===== src/rtl/phase_acc_scheduler.sv =====
// Time-multiplexes one external adder across NUM_VOICES phase accumulators, one voice per cycle per tick.
// Optional PHASE_SYNC_EN adds a phase_sync input that zeroes all phases and aborts a running frame.
module phase_acc_scheduler #(
  parameter int DATA_WIDTH = 8,
  parameter int NUM_VOICES = 4,
  localparam int AW = $clog2(NUM_VOICES)
) (
  input  logic                  clk,
  input  logic                  rst_n,
  input  logic                  enable,
  input  logic                  tick,
  input  logic                  fcw_we,
  input  logic [AW-1:0]         fcw_addr,
  input  logic [DATA_WIDTH-1:0] fcw_data,
  input  logic                  overrun_clr,
`ifdef PHASE_SYNC_EN
  input  logic                  phase_sync,
`endif
  output logic [DATA_WIDTH-1:0] add_a,
  output logic [DATA_WIDTH-1:0] add_b,
  input  logic [DATA_WIDTH-1:0] add_sum,
  output logic [DATA_WIDTH-1:0] phase_out,
  output logic [AW-1:0]         phase_voice,
  output logic                  phase_valid,
  output logic                  frame_start,
  output logic                  busy,
  output logic                  overrun
);

  typedef enum logic {IDLE, RUN} state_t;

  state_t                  state_reg, state_next;
  logic [AW-1:0]           cnt_reg, cnt_next;
  logic [DATA_WIDTH-1:0]   fcw_reg   [NUM_VOICES];
  logic [DATA_WIDTH-1:0]   phase_reg [NUM_VOICES];
  logic [NUM_VOICES-1:0]   fcw_hit;
  logic [NUM_VOICES-1:0]   phase_hit;
  logic                    sync_req;
  logic                    run;
  logic                    last;
  logic                    emit;

`ifdef PHASE_SYNC_EN
  assign sync_req = phase_sync;
`else
  assign sync_req = 1'b0;
`endif

  assign run  = (state_reg == RUN);
  assign last = (cnt_reg == AW'(NUM_VOICES - 1));
  assign emit = run && !sync_req;
  assign busy = run;

  // Per-voice decode; addresses beyond NUM_VOICES-1 match no voice and are dropped.
  generate
    for (genvar gi = 0; gi < NUM_VOICES; gi++) begin : g_voice
      assign fcw_hit[gi]   = fcw_we && (fcw_addr == AW'(gi));
      assign phase_hit[gi] = run && (cnt_reg == AW'(gi));
    end
  endgenerate

  always_comb begin
    state_next = state_reg;
    cnt_next   = cnt_reg;
    add_a      = '0;
    add_b      = '0;
    case (state_reg)
      IDLE: begin
        if (!sync_req && tick && enable) begin
          state_next = RUN;
          cnt_next   = '0;
        end
      end
      RUN: begin
        add_a = phase_reg[cnt_reg];
        add_b = fcw_reg[cnt_reg];
        if (sync_req || last) begin
          state_next = IDLE;
          cnt_next   = '0;
        end else begin
          cnt_next = cnt_reg + AW'(1);
        end
      end
      default: begin
        state_next = IDLE;
        cnt_next   = '0;
      end
    endcase
  end

  always_ff @(posedge clk or negedge rst_n) begin
    if (!rst_n) begin
      state_reg <= IDLE;
      cnt_reg   <= '0;
    end else begin
      state_reg <= state_next;
      cnt_reg   <= cnt_next;
    end
  end

  // A write landing on the voice being summed only affects the next frame.
  always_ff @(posedge clk or negedge rst_n) begin
    if (!rst_n) begin
      for (int i = 0; i < NUM_VOICES; i++) fcw_reg[i] <= '0;
    end else begin
      for (int i = 0; i < NUM_VOICES; i++)
        if (fcw_hit[i]) fcw_reg[i] <= fcw_data;
    end
  end

  always_ff @(posedge clk or negedge rst_n) begin
    if (!rst_n) begin
      for (int i = 0; i < NUM_VOICES; i++) phase_reg[i] <= '0;
    end else if (sync_req) begin
      for (int i = 0; i < NUM_VOICES; i++) phase_reg[i] <= '0;
    end else begin
      for (int i = 0; i < NUM_VOICES; i++)
        if (phase_hit[i]) phase_reg[i] <= add_sum;
    end
  end

  always_ff @(posedge clk or negedge rst_n) begin
    if (!rst_n) begin
      phase_out   <= '0;
      phase_voice <= '0;
      phase_valid <= 1'b0;
      frame_start <= 1'b0;
      overrun     <= 1'b0;
    end else begin
      phase_valid <= emit;
      frame_start <= emit && (cnt_reg == '0);
      if (emit) begin
        phase_out   <= add_sum;
        phase_voice <= cnt_reg;
      end
      // Setting beats a simultaneous clear.
      if (tick && run)
        overrun <= 1'b1;
      else if (overrun_clr)
        overrun <= 1'b0;
    end
  end

endmodule

===== config.mk =====
export PLATFORM = sky130hd
export DESIGN_NAME = phase_acc_scheduler
export DESIGN_NICKNAME = d
export VERILOG_FILES = /design/src/rtl/phase_acc_scheduler.sv
export SDC_FILE = /design/constraint.sdc
export NUM_CORES = 1
export LEC_CHECK = 0
export BUFFER_PORTS_ARGS = -buffer_cell sky130_fd_sc_hd__buf_4
export CAP_MARGIN = 40
export CORE_MARGIN = 2
export CORE_UTILIZATION = 45
export DETAILED_ROUTE_END_ITERATION = 10
export GPL_TIMING_DRIVEN = 0
export PLACE_DENSITY = 0.73
export SETUP_SLACK_MARGIN = 0.15
export SLEW_MARGIN = 20
export SYNTH_ARGS = -nofsm -noshare
export SYNTH_HDL_FRONTEND = slang
export SYNTH_SLANG_ARGS = --single-unit

===== constraint.sdc =====
create_clock -name clk -period 2 [get_ports clk]
set_clock_uncertainty 0.05 [all_clocks]
set_input_delay 0.3 -clock clk [delete_from_list [all_inputs] [get_ports clk]]
set_output_delay 0.3 -clock clk [all_outputs]
set_load 0.02 [all_outputs]

==> results.sh, run 1 <==
export IMPL_min_period_ps=1910
export IMPL_syn_inst=238
export IMPL_htreeDepth=3
export IMPL_fmax_ghz=0.5235
export IMPL_path_clk_slew_ps=80
export IMPL_start_util_pct=45.78
export IMPL_avgViaCountPerCell=5.313
export IMPL_slowest_delay_ps=390
export IMPL_yosys_top_cells_area="dfrtp_1 (57%), mux2_2 (23%), mux2i_1 (9.4%)"
export IMPL_diodes=0
export IMPL_synth_most_common_cell="dfrtp_1"
export IMPL_drive_gt1_share_pct=57.59
export IMPL_drt_iter0_markers=73
export IMPL_grt_max_degree=57
export IMPL_path_class="reg2out"
export IMPL_required_ps=1650
export IMPL_ys_types=19
export IMPL_crit_buf_inv=3
export IMPL_drcViolationCount=0
export IMPL_grt_overflow=0
export IMPL_place_area_um2=4054
export IMPL_num_rows=32
export IMPL_peakVddDrop_uv=806.9
export IMPL_powerDensity_nw_per_um2=1689
export IMPL_dr_total_vias=2221
export IMPL_cp_common_cell="buf_6"
export IMPL_ys_ff_latch=80
export IMPL_coreArea_um2=7647
export IMPL_setup_viol=0
export IMPL_synth_async_reset_ratio_pct=100.0
export IMPL_cts_tree="done"
export IMPL_yosysWarnings=0
export IMPL_start_kind="register"
export IMPL_tightestPinTransition_ps=545.3
export IMPL_first_pass_iters=4
export IMPL_crit_slowest_cell="dfrtp_1"
export IMPL_drt_total_wl_um=7172
export IMPL_layout_nets=339
export IMPL_cp_end_kind="output pin"
export IMPL_place_gp_congestion=0.7185
export IMPL_maxCapViolCount=0
export IMPL_power_leakage_nw=2.040
export IMPL_area_delta_synth_final_pct=31.34
export IMPL_rsz0062_at_grt="true"
export IMPL_maxSlewViolCount=0
export IMPL_numClockSinks=80
export IMPL_final_cell_area_um2=4598
export IMPL_finalPower_mw=7.767
export IMPL_clk_latency_ps=350
export IMPL_final_hold_viol_count=0
export IMPL_dp_hpwl_um=4697
export IMPL_antenna_found_initial=0
export IMPL_ios=54
export IMPL_die_h_um=92.20
export IMPL_ys_seq_area_share_pct=57.18
export IMPL_slew_headroom_pct=63.61
export IMPL_path_max_fanout=10
export IMPL_yosysTopAreaCellShare_pct=57.18
export IMPL_syn_area_um2=3501
export IMPL_grt_pass1_wl_um=11940
export IMPL_io_buffers=53
export IMPL_arrival_ps=1560
export IMPL_die_w_um=92.20
export IMPL_cts_buffers=9
export IMPL_ys_flop_type="dfrtp_1"
export IMPL_fin_crit_sh_pct=95.51
export IMPL_crit_family="buffers and inverters"
export IMPL_cts_root_buffer="clkbuf_8"
export IMPL_status="complete, no violations"
export IMPL_synth_net_count=266
export IMPL_setup_tns_ps=0
export IMPL_min_path_type="in2reg"
export IMPL_yosysTopAreaCell="dfrtp_1"
export IMPL_fillers=610
export IMPL_instances_no_fill=418
export IMPL_grt_pass1_vias=2348
export IMPL_path_cells="buf_6, buf_12, mux2i_4, o22ai_4, buf_6"
export IMPL_dp_cells=394
export IMPL_synth_common_cells="dfrtp_1 (80), mux2_2 (73), mux2i_1 (33)"
export IMPL_avgRoutedWirePerCell_um=17.16
export IMPL_dieArea_um2=8501
export IMPL_syn_area_per_cell_um2=14.71
export IMPL_synth_edff_count=0
export IMPL_cts_path_max_buffers=2
export IMPL_grt_use_total_pct=18.50
export IMPL_drtAntennaViolNets=0
export IMPL_finalCoreUtilization_pct=60.13
## metal layers
layer	vias up	GRT usage, %	wire (um)
li1	1028	-	-
met1	1136	23.85	3156
met2	43	30.58	3622
met3	14	3.369	261
met4	0	8.209	131
met5	-	0	0
## through the flow
stage | hold WS, ps | worst slack, ps
final | 74.00 | 89.83
after global routing | 70.78 | 50.63
after CTS | 68.01 | 94.48
after detailed placement | 177.4 | -173.8
after global placement | 381.3 | -102.7
after floorplan | -45.59 | 216.8
## final cells by class
class / instances / area (um2) / share of cell area [%]
Buffer: 9 / 137.6 / 2.993
Clock buffer: 13 / 158.9 / 3.456
Multi-Input combinational cell: 144 / 1614 / 35.10
Timing Repair Buffer: 62 / 499.2 / 10.86
Sequential cell: 80 / 2002 / 43.54
Inverter: 5 / 18.77 / 0.4082
Tap cell: 102 / 127.6 / 2.776
Clock inverter: 3 / 40.04 / 0.8707
## repair_timing
action	CTS	global route
setup endpoints to repair	32	24
hold buffers	1	0
endpoints found under the hold margin	24	0
buffers inserted	7	0
gates resized for setup	46	12
pin swaps	2	0
## path summary, 6_finish.rpt
kind	from	endpoint	slack, ps	depth (start not counted)
hold / removal	overrun_clr	overrun	70	2
setup reg to reg	cnt_reg[1]	phase_reg[30]	260	6
setup / recovery	cnt_reg[1]	add_a[5]	90	5
max in group asynchronous	rst_n	fcw_reg[30]	980	3
hold reg to reg	fcw_reg[17]	fcw_reg[17]	460	1
min in group asynchronous	rst_n	fcw_reg[17]	350	2
## logic make-up (layout without fill, tap and decap cells)
family | Yosys count | count (layout) | synth area share [%]
flops | 80 | 80 | 57.18
compound gates | 20 | 20 | 3.646
buf+inv | 14 | 92 | 2.001
fa+ha+maj | 4 | 4 | 1.430
simple gates | 14 | 14 | 2.824
mux | 106 | 106 | 32.92
## worst register-to-register path, delay by kind of cell, from the launching register on
kind          cells  cell delay, ps
fa+ha+maj         1             190
buf+inv           3             400
flops             1             370
mux               1             380
simple gates      1             240
## power breakdown
group / internal [mW] / leakage [nW] / switching [mW] / total, mW
combinational: 2.11 / 0.996 / 1.89 / 4.00
clock: 0.642 / 0.103 / 0.549 / 1.19
sequential: 2.22 / 0.941 / 0.347 / 2.57
total: 4.98 / 2.04 / 2.79 / 7.77
## placed cells by master, fill, tap and decap left out
| master | Yosys | final |
|---|---|---|
| dlygate4sd3_1 | 0 | 1 |
| clkbuf_8 | 0 | 11 |
| dfrtp_1 | 80 | 80 |
| mux2i_4 | 0 | 7 |
| inv_1 | 5 | 5 |
| buf_12 | 0 | 4 |
| nand2_2 | 1 | 2 |
| buf_6 | 0 | 5 |
| o2bb2ai_1 | 1 | 1 |
| o21ai_0 | 2 | 2 |
| nand3_2 | 1 | 1 |
| buf_2 | 5 | 1 |
| nor2b_1 | 2 | 2 |
| o22ai_4 | 0 | 3 |
| nand2b_4 | 0 | 1 |
| mux2_2 | 73 | 73 |
| nand2_1 | 6 | 4 |
| bufinv_16 | 0 | 1 |
| nor3b_4 | 1 | 1 |
| o22ai_2 | 0 | 5 |
| clkinv_2 | 0 | 2 |
| buf_8 | 0 | 2 |
| mux2i_2 | 0 | 2 |
| buf_16 | 0 | 1 |
| mux2i_1 | 33 | 24 |
| buf_4 | 3 | 57 |
| clkbuf_1 | 1 | 2 |
| a22o_1 | 1 | 1 |
| ha_1 | 4 | 4 |
| o22ai_1 | 16 | 8 |
| nand3b_2 | 2 | 2 |
| nand2_4 | 0 | 1 |
Power figures use the tool's default switching activity.
==> run 2, diff against run 1 <==
--- a/config.mk
+++ b/config.mk
@@ -5,13 +5,14 @@
 export SDC_FILE = /design/constraint.sdc
 export NUM_CORES = 1
 export LEC_CHECK = 0
+export ABC_AREA = 1
 export BUFFER_PORTS_ARGS = -buffer_cell sky130_fd_sc_hd__buf_4
 export CAP_MARGIN = 40
 export CORE_MARGIN = 2
 export CORE_UTILIZATION = 45
 export DETAILED_ROUTE_END_ITERATION = 10
 export GPL_TIMING_DRIVEN = 0
-export PLACE_DENSITY = 0.73
+export PLACE_DENSITY = 0.75
 export SETUP_SLACK_MARGIN = 0.15
 export SLEW_MARGIN = 20
 export SYNTH_ARGS = -nofsm -noshare
==> constraint.sdc (replaced) <==
create_clock -name clk -period 1.7 [get_ports clk]
set_clock_uncertainty 0.05 [all_clocks]
set_input_delay 0.255 -clock clk [delete_from_list [all_inputs] [get_ports clk]]
set_output_delay 0.255 -clock clk [all_outputs]
set_load 0.02 [all_outputs]
==> results.sh, run 2 <==
export IMPL_antenna_found_initial=0
export IMPL_maxSlewViolCount=0
export IMPL_drt_iter0_markers=324
export IMPL_yosysWarnings=0
export IMPL_fillers=652
export IMPL_yosys_top_cells_area="dfrtp_1 (56%), nand2_1 (13%), o21ai_0 (10%)"
export IMPL_failed_checks="negative setup slack"
export IMPL_grt_pass1_vias=3048
export IMPL_setup_viol=16
export IMPL_min_from="overrun_clr"
export IMPL_final_cell_area_um2=4637
export IMPL_comb_power_share_pct=51.3
export IMPL_grt_overflow=0
export IMPL_power_switching_mw=3.778
export IMPL_htreeDepth=3
export IMPL_cts_buffers=9
export IMPL_whs_ps=30.59
export IMPL_peakVddDrop_uv=744.4
export IMPL_synth_common_cells="nand2_1 (124), dfrtp_1 (80), o21ai_0 (72)"
export IMPL_synth_most_common_cell="nand2_1"
export IMPL_path_clk_slew_ps=80
export IMPL_ys_ff_latch=80
export IMPL_coreArea_um2=7727
export IMPL_switching_share_pct=41.15
export IMPL_start_kind="register"
export IMPL_multi_input_area_um2=1355
export IMPL_drtAntennaViolNets=0
export IMPL_place_area_um2=4133
export IMPL_finalPower_mw=9.182
export IMPL_numClockSinks=80
export IMPL_area_delta_synth_final_pct=29.54
export IMPL_dr_total_vias=3172
export IMPL_rsz0062_at_grt="true"
export IMPL_met2_usage_pct=35.75
export IMPL_ys_seq_area_share_pct=55.92
export IMPL_final_hold_viol_count=0
export IMPL_cts_path_max_buffers=2
export IMPL_drt_total_wl_um=9326
export IMPL_busiest_layer="met2"
export IMPL_required_ps=1390
export IMPL_instances_no_fill=610
export IMPL_avgRoutedWirePerCell_um=15.29
export IMPL_synth_async_reset_ratio_pct=100.0
export IMPL_avgViaCountPerCell=5.200
export IMPL_grt_pass1_wl_um=14880
export IMPL_rr_startpoint="cnt_reg[0]"
export IMPL_yosysTopAreaCell="dfrtp_1"
export IMPL_ys_flop_type="dfrtp_1"
export IMPL_fin_ws_ps=-209.4
export IMPL_fmax_ghz=0.5237
export IMPL_reg2reg_setup_slack_ps=120
export IMPL_start_util_pct=46.32
export IMPL_intPower_mw=5.404
export IMPL_cp_end_kind="output pin"
export IMPL_min_path_type="in2reg"
export IMPL_final_common_cell="nand2_1"
export IMPL_path_max_fanout=10
export IMPL_setup_tns_ps=-2527
export IMPL_tightestPinTransition_ps=459.3
export IMPL_syn_inst=430
export IMPL_cts_root_buffer="clkbuf_8"
export IMPL_drcViolationCount=0
export IMPL_synth_edff_count=0
export IMPL_first_pass_iters=5
export IMPL_maxCapViolCount=0
export IMPL_final_cell_mix="nand2_1 (120), dfrtp_1 (79), o21ai_0 (63), buf_4 (57), inv_1 (52)"
export IMPL_ys_types=18
export IMPL_die_w_um=93.19
export IMPL_pre_cts_slack_ps=-335.7
export IMPL_place_gp_congestion=0.7871
export IMPL_yosysTopAreaCellShare_pct=55.92
export IMPL_clkPwrFrac_pct=16.4
export IMPL_regArea_um2=2003
export IMPL_syn_area_per_cell_um2=8.325
export IMPL_finalCoreUtilization_pct=60.01
export IMPL_crit_start="cnt_reg[0]"
export IMPL_crit_slowest_cell="dfrtp_1"
export IMPL_grt_max_degree=48
export IMPL_seqPwrFrac_pct=32.3
export IMPL_power_leakage_nw=2.367
export IMPL_status="complete, but fails checks"
export IMPL_slew_headroom_pct=69.38
export IMPL_path_class="reg2out"
export IMPL_die_h_um=93.19
export IMPL_grt_use_total_pct=22.51
export IMPL_drive_gt1_share_pct=23.82
export IMPL_io_buffers=53
export IMPL_dp_cells=586
export IMPL_min_period_ps=1909
export IMPL_cp_common_cell="buf_6"
export IMPL_synth_net_count=458
export IMPL_layout_nets=531
export IMPL_gr_usage_met1_pct=30.92
export IMPL_powerDensity_nw_per_um2=1980
export IMPL_ios=54
export IMPL_diodes=0
export IMPL_arrival_ps=1600
export IMPL_fin_crit_sh_pct=112.3
export IMPL_slowest_delay_ps=410
export IMPL_num_rows=32
export IMPL_clk_latency_ps=350
export IMPL_path_cells="buf_6, buf_8, or2_0, o211ai_1, nand2_1, buf_6"
export IMPL_dieArea_um2=8684
export IMPL_cts_tree="done"
export IMPL_dp_hpwl_um=6062
export IMPL_gr_usage_met3_pct=3.626
export IMPL_syn_area_um2=3580
run 2: cell count changes after synthesis, moves of 8 or more:
cell	previous run	this run
o21ai_0	2	72
o211ai_1	0	8
inv_1	5	52
nand3_1	0	20
nand2_1	6	124
nor2_1	0	16
o21ai_1	0	10
o22ai_1	16	0
mux2i_1	33	0
buf_2	5	18
a21oi_1	0	10
mux2_2	73	0
run 2: repair_timing:
| item | in CTS | in global routing |
|---|---|---|
| endpoints found under the setup margin | 40 | 48 |
| hold buffers | 1 | 0 |
| endpoints found under the hold margin | 33 | 0 |
| gates resized for setup | 45 | 29 |
| pin swaps | 8 | 8 |
| buffers inserted | 5 | 2 |
run 2: kinds of logic (layout without fill, tap and decap cells):
kind of cell    Yosys count  in the layout  synth area share, %
fa+ha+maj                 4              4                1.398
flops                    80             80                55.92
simple gates            170            170                19.22
compound gates          101            101                14.75
buf+inv                  75            153                8.703
run 2: critical path, delay by kind of cell (launching register included):
kind                   cells  cell delay, ps
buffers and inverters      3             440
and+or+nand+nor            2             310
DFF                        1             410
AOI/OAI and AO/OA          1              90
run 2: layout make-up:
| class | count | share of cell area [%] |
|---|---|---|
| plain buffers | 20 | 4.290 |
| well taps | 102 | 2.752 |
| clock buffers | 14 | 3.940 |
| multi-input cells | 275 | 29.22 |
| clock inverters | 2 | 0.7555 |
| flip-flops and latches | 80 | 43.20 |
| inverters | 55 | 4.668 |
| repair buffers | 62 | 11.17 |
run 2: power groups by stage:
| stage | Combinational, mW | Sequential, mW | Clock, mW |
|---|---|---|---|
| global route | 5.12 | 3.04 | 1.59 |
| CTS | 4.45 | 2.95 | 1.52 |
| global placement | 3.80 | 2.95 | 0 |
| detailed placement | 3.90 | 2.97 | 0 |
| floorplan | 2.29 | 3.07 | 0 |
| finish | 4.71 | 2.97 | 1.50 |
run 2: final timing paths:
path	endpoint	depth (start not counted)
setup / recovery	add_b[0]	6
hold / removal	overrun	2
setup reg to reg	phase_reg[14]	8
hold reg to reg	fcw_reg[29]	2
max in group asynchronous	phase_reg[13]	3
min in group asynchronous	phase_reg[31]	2
run 2: routing by layer:
layer | vias to the layer above | share of wire [%]
li1 | 1511 | -
met1 | 1553 | 44
met2 | 94 | 49
met3 | 14 | 4.7
met4 | 0 | 2.0
met5 | - | 0
==> run 3, diff against run 2 <==
--- a/config.mk
+++ b/config.mk
@@ -8,12 +8,12 @@
 export ABC_AREA = 1
 export BUFFER_PORTS_ARGS = -buffer_cell sky130_fd_sc_hd__buf_4
 export CAP_MARGIN = 40
+export CORE_ASPECT_RATIO = 1.2
 export CORE_MARGIN = 2
 export CORE_UTILIZATION = 45
 export DETAILED_ROUTE_END_ITERATION = 10
 export GPL_TIMING_DRIVEN = 0
 export PLACE_DENSITY = 0.75
-export SETUP_SLACK_MARGIN = 0.15
 export SLEW_MARGIN = 20
 export SYNTH_ARGS = -nofsm -noshare
 export SYNTH_HDL_FRONTEND = slang
==> results.sh, run 3 (same netlist as run 2, synthesis figures left out) <==
export IMPL_grt_overflow=0
export IMPL_dr_wl_met2_um=4422
export IMPL_drt_iter0_markers=278
export IMPL_cts_root_buffer="clkbuf_8"
export IMPL_first_pass_iters=4
export IMPL_crit_family="buffers and inverters"
export IMPL_grt_use_total_pct=21.57
export IMPL_peakVddDrop_uv=1335
export IMPL_drcViolationCount=0
export IMPL_rr_startpoint="cnt_reg[0]"
export IMPL_dp_hpwl_um=6023
export IMPL_path_cells="buf_6, buf_6, or2_0, o211ai_1, nand2_1, buf_6"
export IMPL_dieArea_um2=8687
export IMPL_min_from="overrun_clr"
export IMPL_min_period_ps=1924
export IMPL_avgRoutedWirePerCell_um=14.63
export IMPL_cts_path_max_buffers=2
export IMPL_final_hold_viol_count=0
export IMPL_setup_viol=16
export IMPL_maxSlewViolCount=0
export IMPL_path_clk_slew_ps=80
export IMPL_grt_pass1_vias=3038
export IMPL_coreArea_um2=7707
export IMPL_cts_tree="done"
export IMPL_wl_met1_um=3670
export IMPL_status="complete, but fails checks"
export IMPL_cts_buffers=9
export IMPL_clk_latency_ps=360
export IMPL_drt_total_wl_um=8732
export IMPL_tightestPinTransition_ps=516.7
export IMPL_cp_end_kind="output pin"
export IMPL_met3_length_um=450
export IMPL_ios=54
export IMPL_drive_gt1_share_pct=23.76
export IMPL_die_w_um=85.42
export IMPL_finalCoreUtilization_pct=58.41
export IMPL_avgViaCountPerCell=5.121
export IMPL_power_leakage_nw=2.309
export IMPL_min_path_type="in2reg"
export IMPL_die_h_um=101.7
export IMPL_whs_ps=42.70
export IMPL_r2r_end="phase_reg[13]"
export IMPL_fin_ws_ps=-224.3
export IMPL_numClockSinks=80
export IMPL_io_buffers=53
export IMPL_failed_checks="negative setup slack"
export IMPL_place_gp_congestion=0.7998
export IMPL_start_kind="register"
export IMPL_htreeDepth=3
export IMPL_pre_cts_slack_ps=-205.7
export IMPL_crit_slowest_cell="dfrtp_1"
export IMPL_ff2ff_path_depth=8
export IMPL_area_delta_synth_final_pct=25.76
export IMPL_dp_cells=576
export IMPL_num_rows=35
export IMPL_final_common_cell="nand2_1"
export IMPL_required_ps=1390
export IMPL_crit_buf_inv=3
export IMPL_fin_crit_sh_pct=113.2
export IMPL_slowest_delay_ps=410
export IMPL_start_util_pct=46.44
export IMPL_top_layer_used="met4"
export IMPL_maxCapViolCount=0
export IMPL_hold_depth=2
export IMPL_grt_pass1_wl_um=14510
export IMPL_antenna_found_initial=0
export IMPL_path_max_fanout=9
export IMPL_diodes=0
export IMPL_fmax_ghz=0.5197
export IMPL_slew_headroom_pct=65.55
export IMPL_drtAntennaViolNets=0
export IMPL_min_to="overrun"
export IMPL_arrival_ps=1620
export IMPL_path_class="reg2out"
export IMPL_powerDensity_nw_per_um2=1924
export IMPL_rsz0062_at_grt="true"
export IMPL_grt_max_degree=42
export IMPL_dr_total_vias=3057
export IMPL_final_cell_mix="nand2_1 (121), dfrtp_1 (79), o21ai_0 (71), inv_1 (52), buf_4 (48)"
export IMPL_reg2reg_setup_slack_ps=50
export IMPL_instances_no_fill=597
export IMPL_cp_common_cell="buf_6"
export IMPL_layout_nets=528
run 3: cell count changes in the layout (fill, tap and decap cells not counted), moves of 3 or more:
cell / previous run / this run
a21oi_2: 2 / 8
ha_1: 1 / 4
nand3_2: 1 / 5
clkinv_2: 1 / 4
a21oi_1: 8 / 2
buf_6: 13 / 19
nand3_1: 19 / 15
buf_2: 5 / 8
clkbuf_8: 13 / 9
o21ai_0: 63 / 71
buf_8: 4 / 1
buf_4: 57 / 48
o21ai_1: 17 / 11
run 3: layer usage:
layer	vias up	track usage, %
met2	92	36.30
met5	-	0
met4	0	8.059
met3	15	5.297
met1	1445	27.07
li1	1505	-
run 3: worst max path at each step:
stage	start	to	slack [ps]	cells after the start
3_5_place_dp	cnt_reg[0]	phase_reg[29]	-210	7
2_1_floorplan	busy	add_a[0]	50	5
4_1_cts	cnt_reg[0]	add_b[7]	-200	6
5_1_grt	cnt_reg[0]	add_a[5]	-280	7
6_report	cnt_reg[0]	add_b[4]	-220	6
3_3_place_gp	cnt_reg[0]	phase_reg[31]	-140	8
run 3: layout make-up:
type / count / area [um2]
Timing Repair Buffer: 61 / 515.5
Fill cell: 699 / 3206
Buffer: 18 / 151.4
Inverter: 55 / 211.5
Clock buffer: 10 / 127.6
Tap cell: 92 / 115.1
Clock inverter: 6 / 36.28
Sequential cell: 80 / 2003
Multi-Input combinational cell: 275 / 1341
run 3: per-stage QoR:
stage | area, um2 | setup TNS (ps) | total power [mW]
finish | 4502 | -2916 | 8.663
global route | 4502 | -4081 | 9.295
CTS | 4423 | -2762 | 8.468
detailed placement | 4113 | -2816 | 6.840
global placement | 4093 | -1946 | 6.693
floorplan | 3580 | 0 | 5.365
run 3: repair_timing:
| action | in CTS | in global routing |
|---|---|---|
| hold buffers | 1 | 0 |
| endpoints found under the hold margin | 39 | 0 |
| pin swaps | 2 | 6 |
| resized for setup | 31 | 23 |
| cloned | 1 | 0 |
| setup buffers | 4 | 1 |
| setup endpoints to repair | 33 | 33 |
run 3: where the power goes:
| part | internal (mW) | switching, mW | leakage (nW) |
|---|---|---|---|
| Clock | 0.523 | 0.712 | 0.0858 |
| Sequential | 2.58 | 0.373 | 0.982 |
| Combinational | 1.86 | 2.61 | 1.24 |
run 3: worst reg2reg max path, cell delays in order, from the launching register on:
cell and delay (ps):
dfrtp_1 410, buf_6 160, inv_4 110, buf_6 170
ha_1 180, nand2_2 110, clkbuf_4 200, nand2_1 60
o21ai_0 80
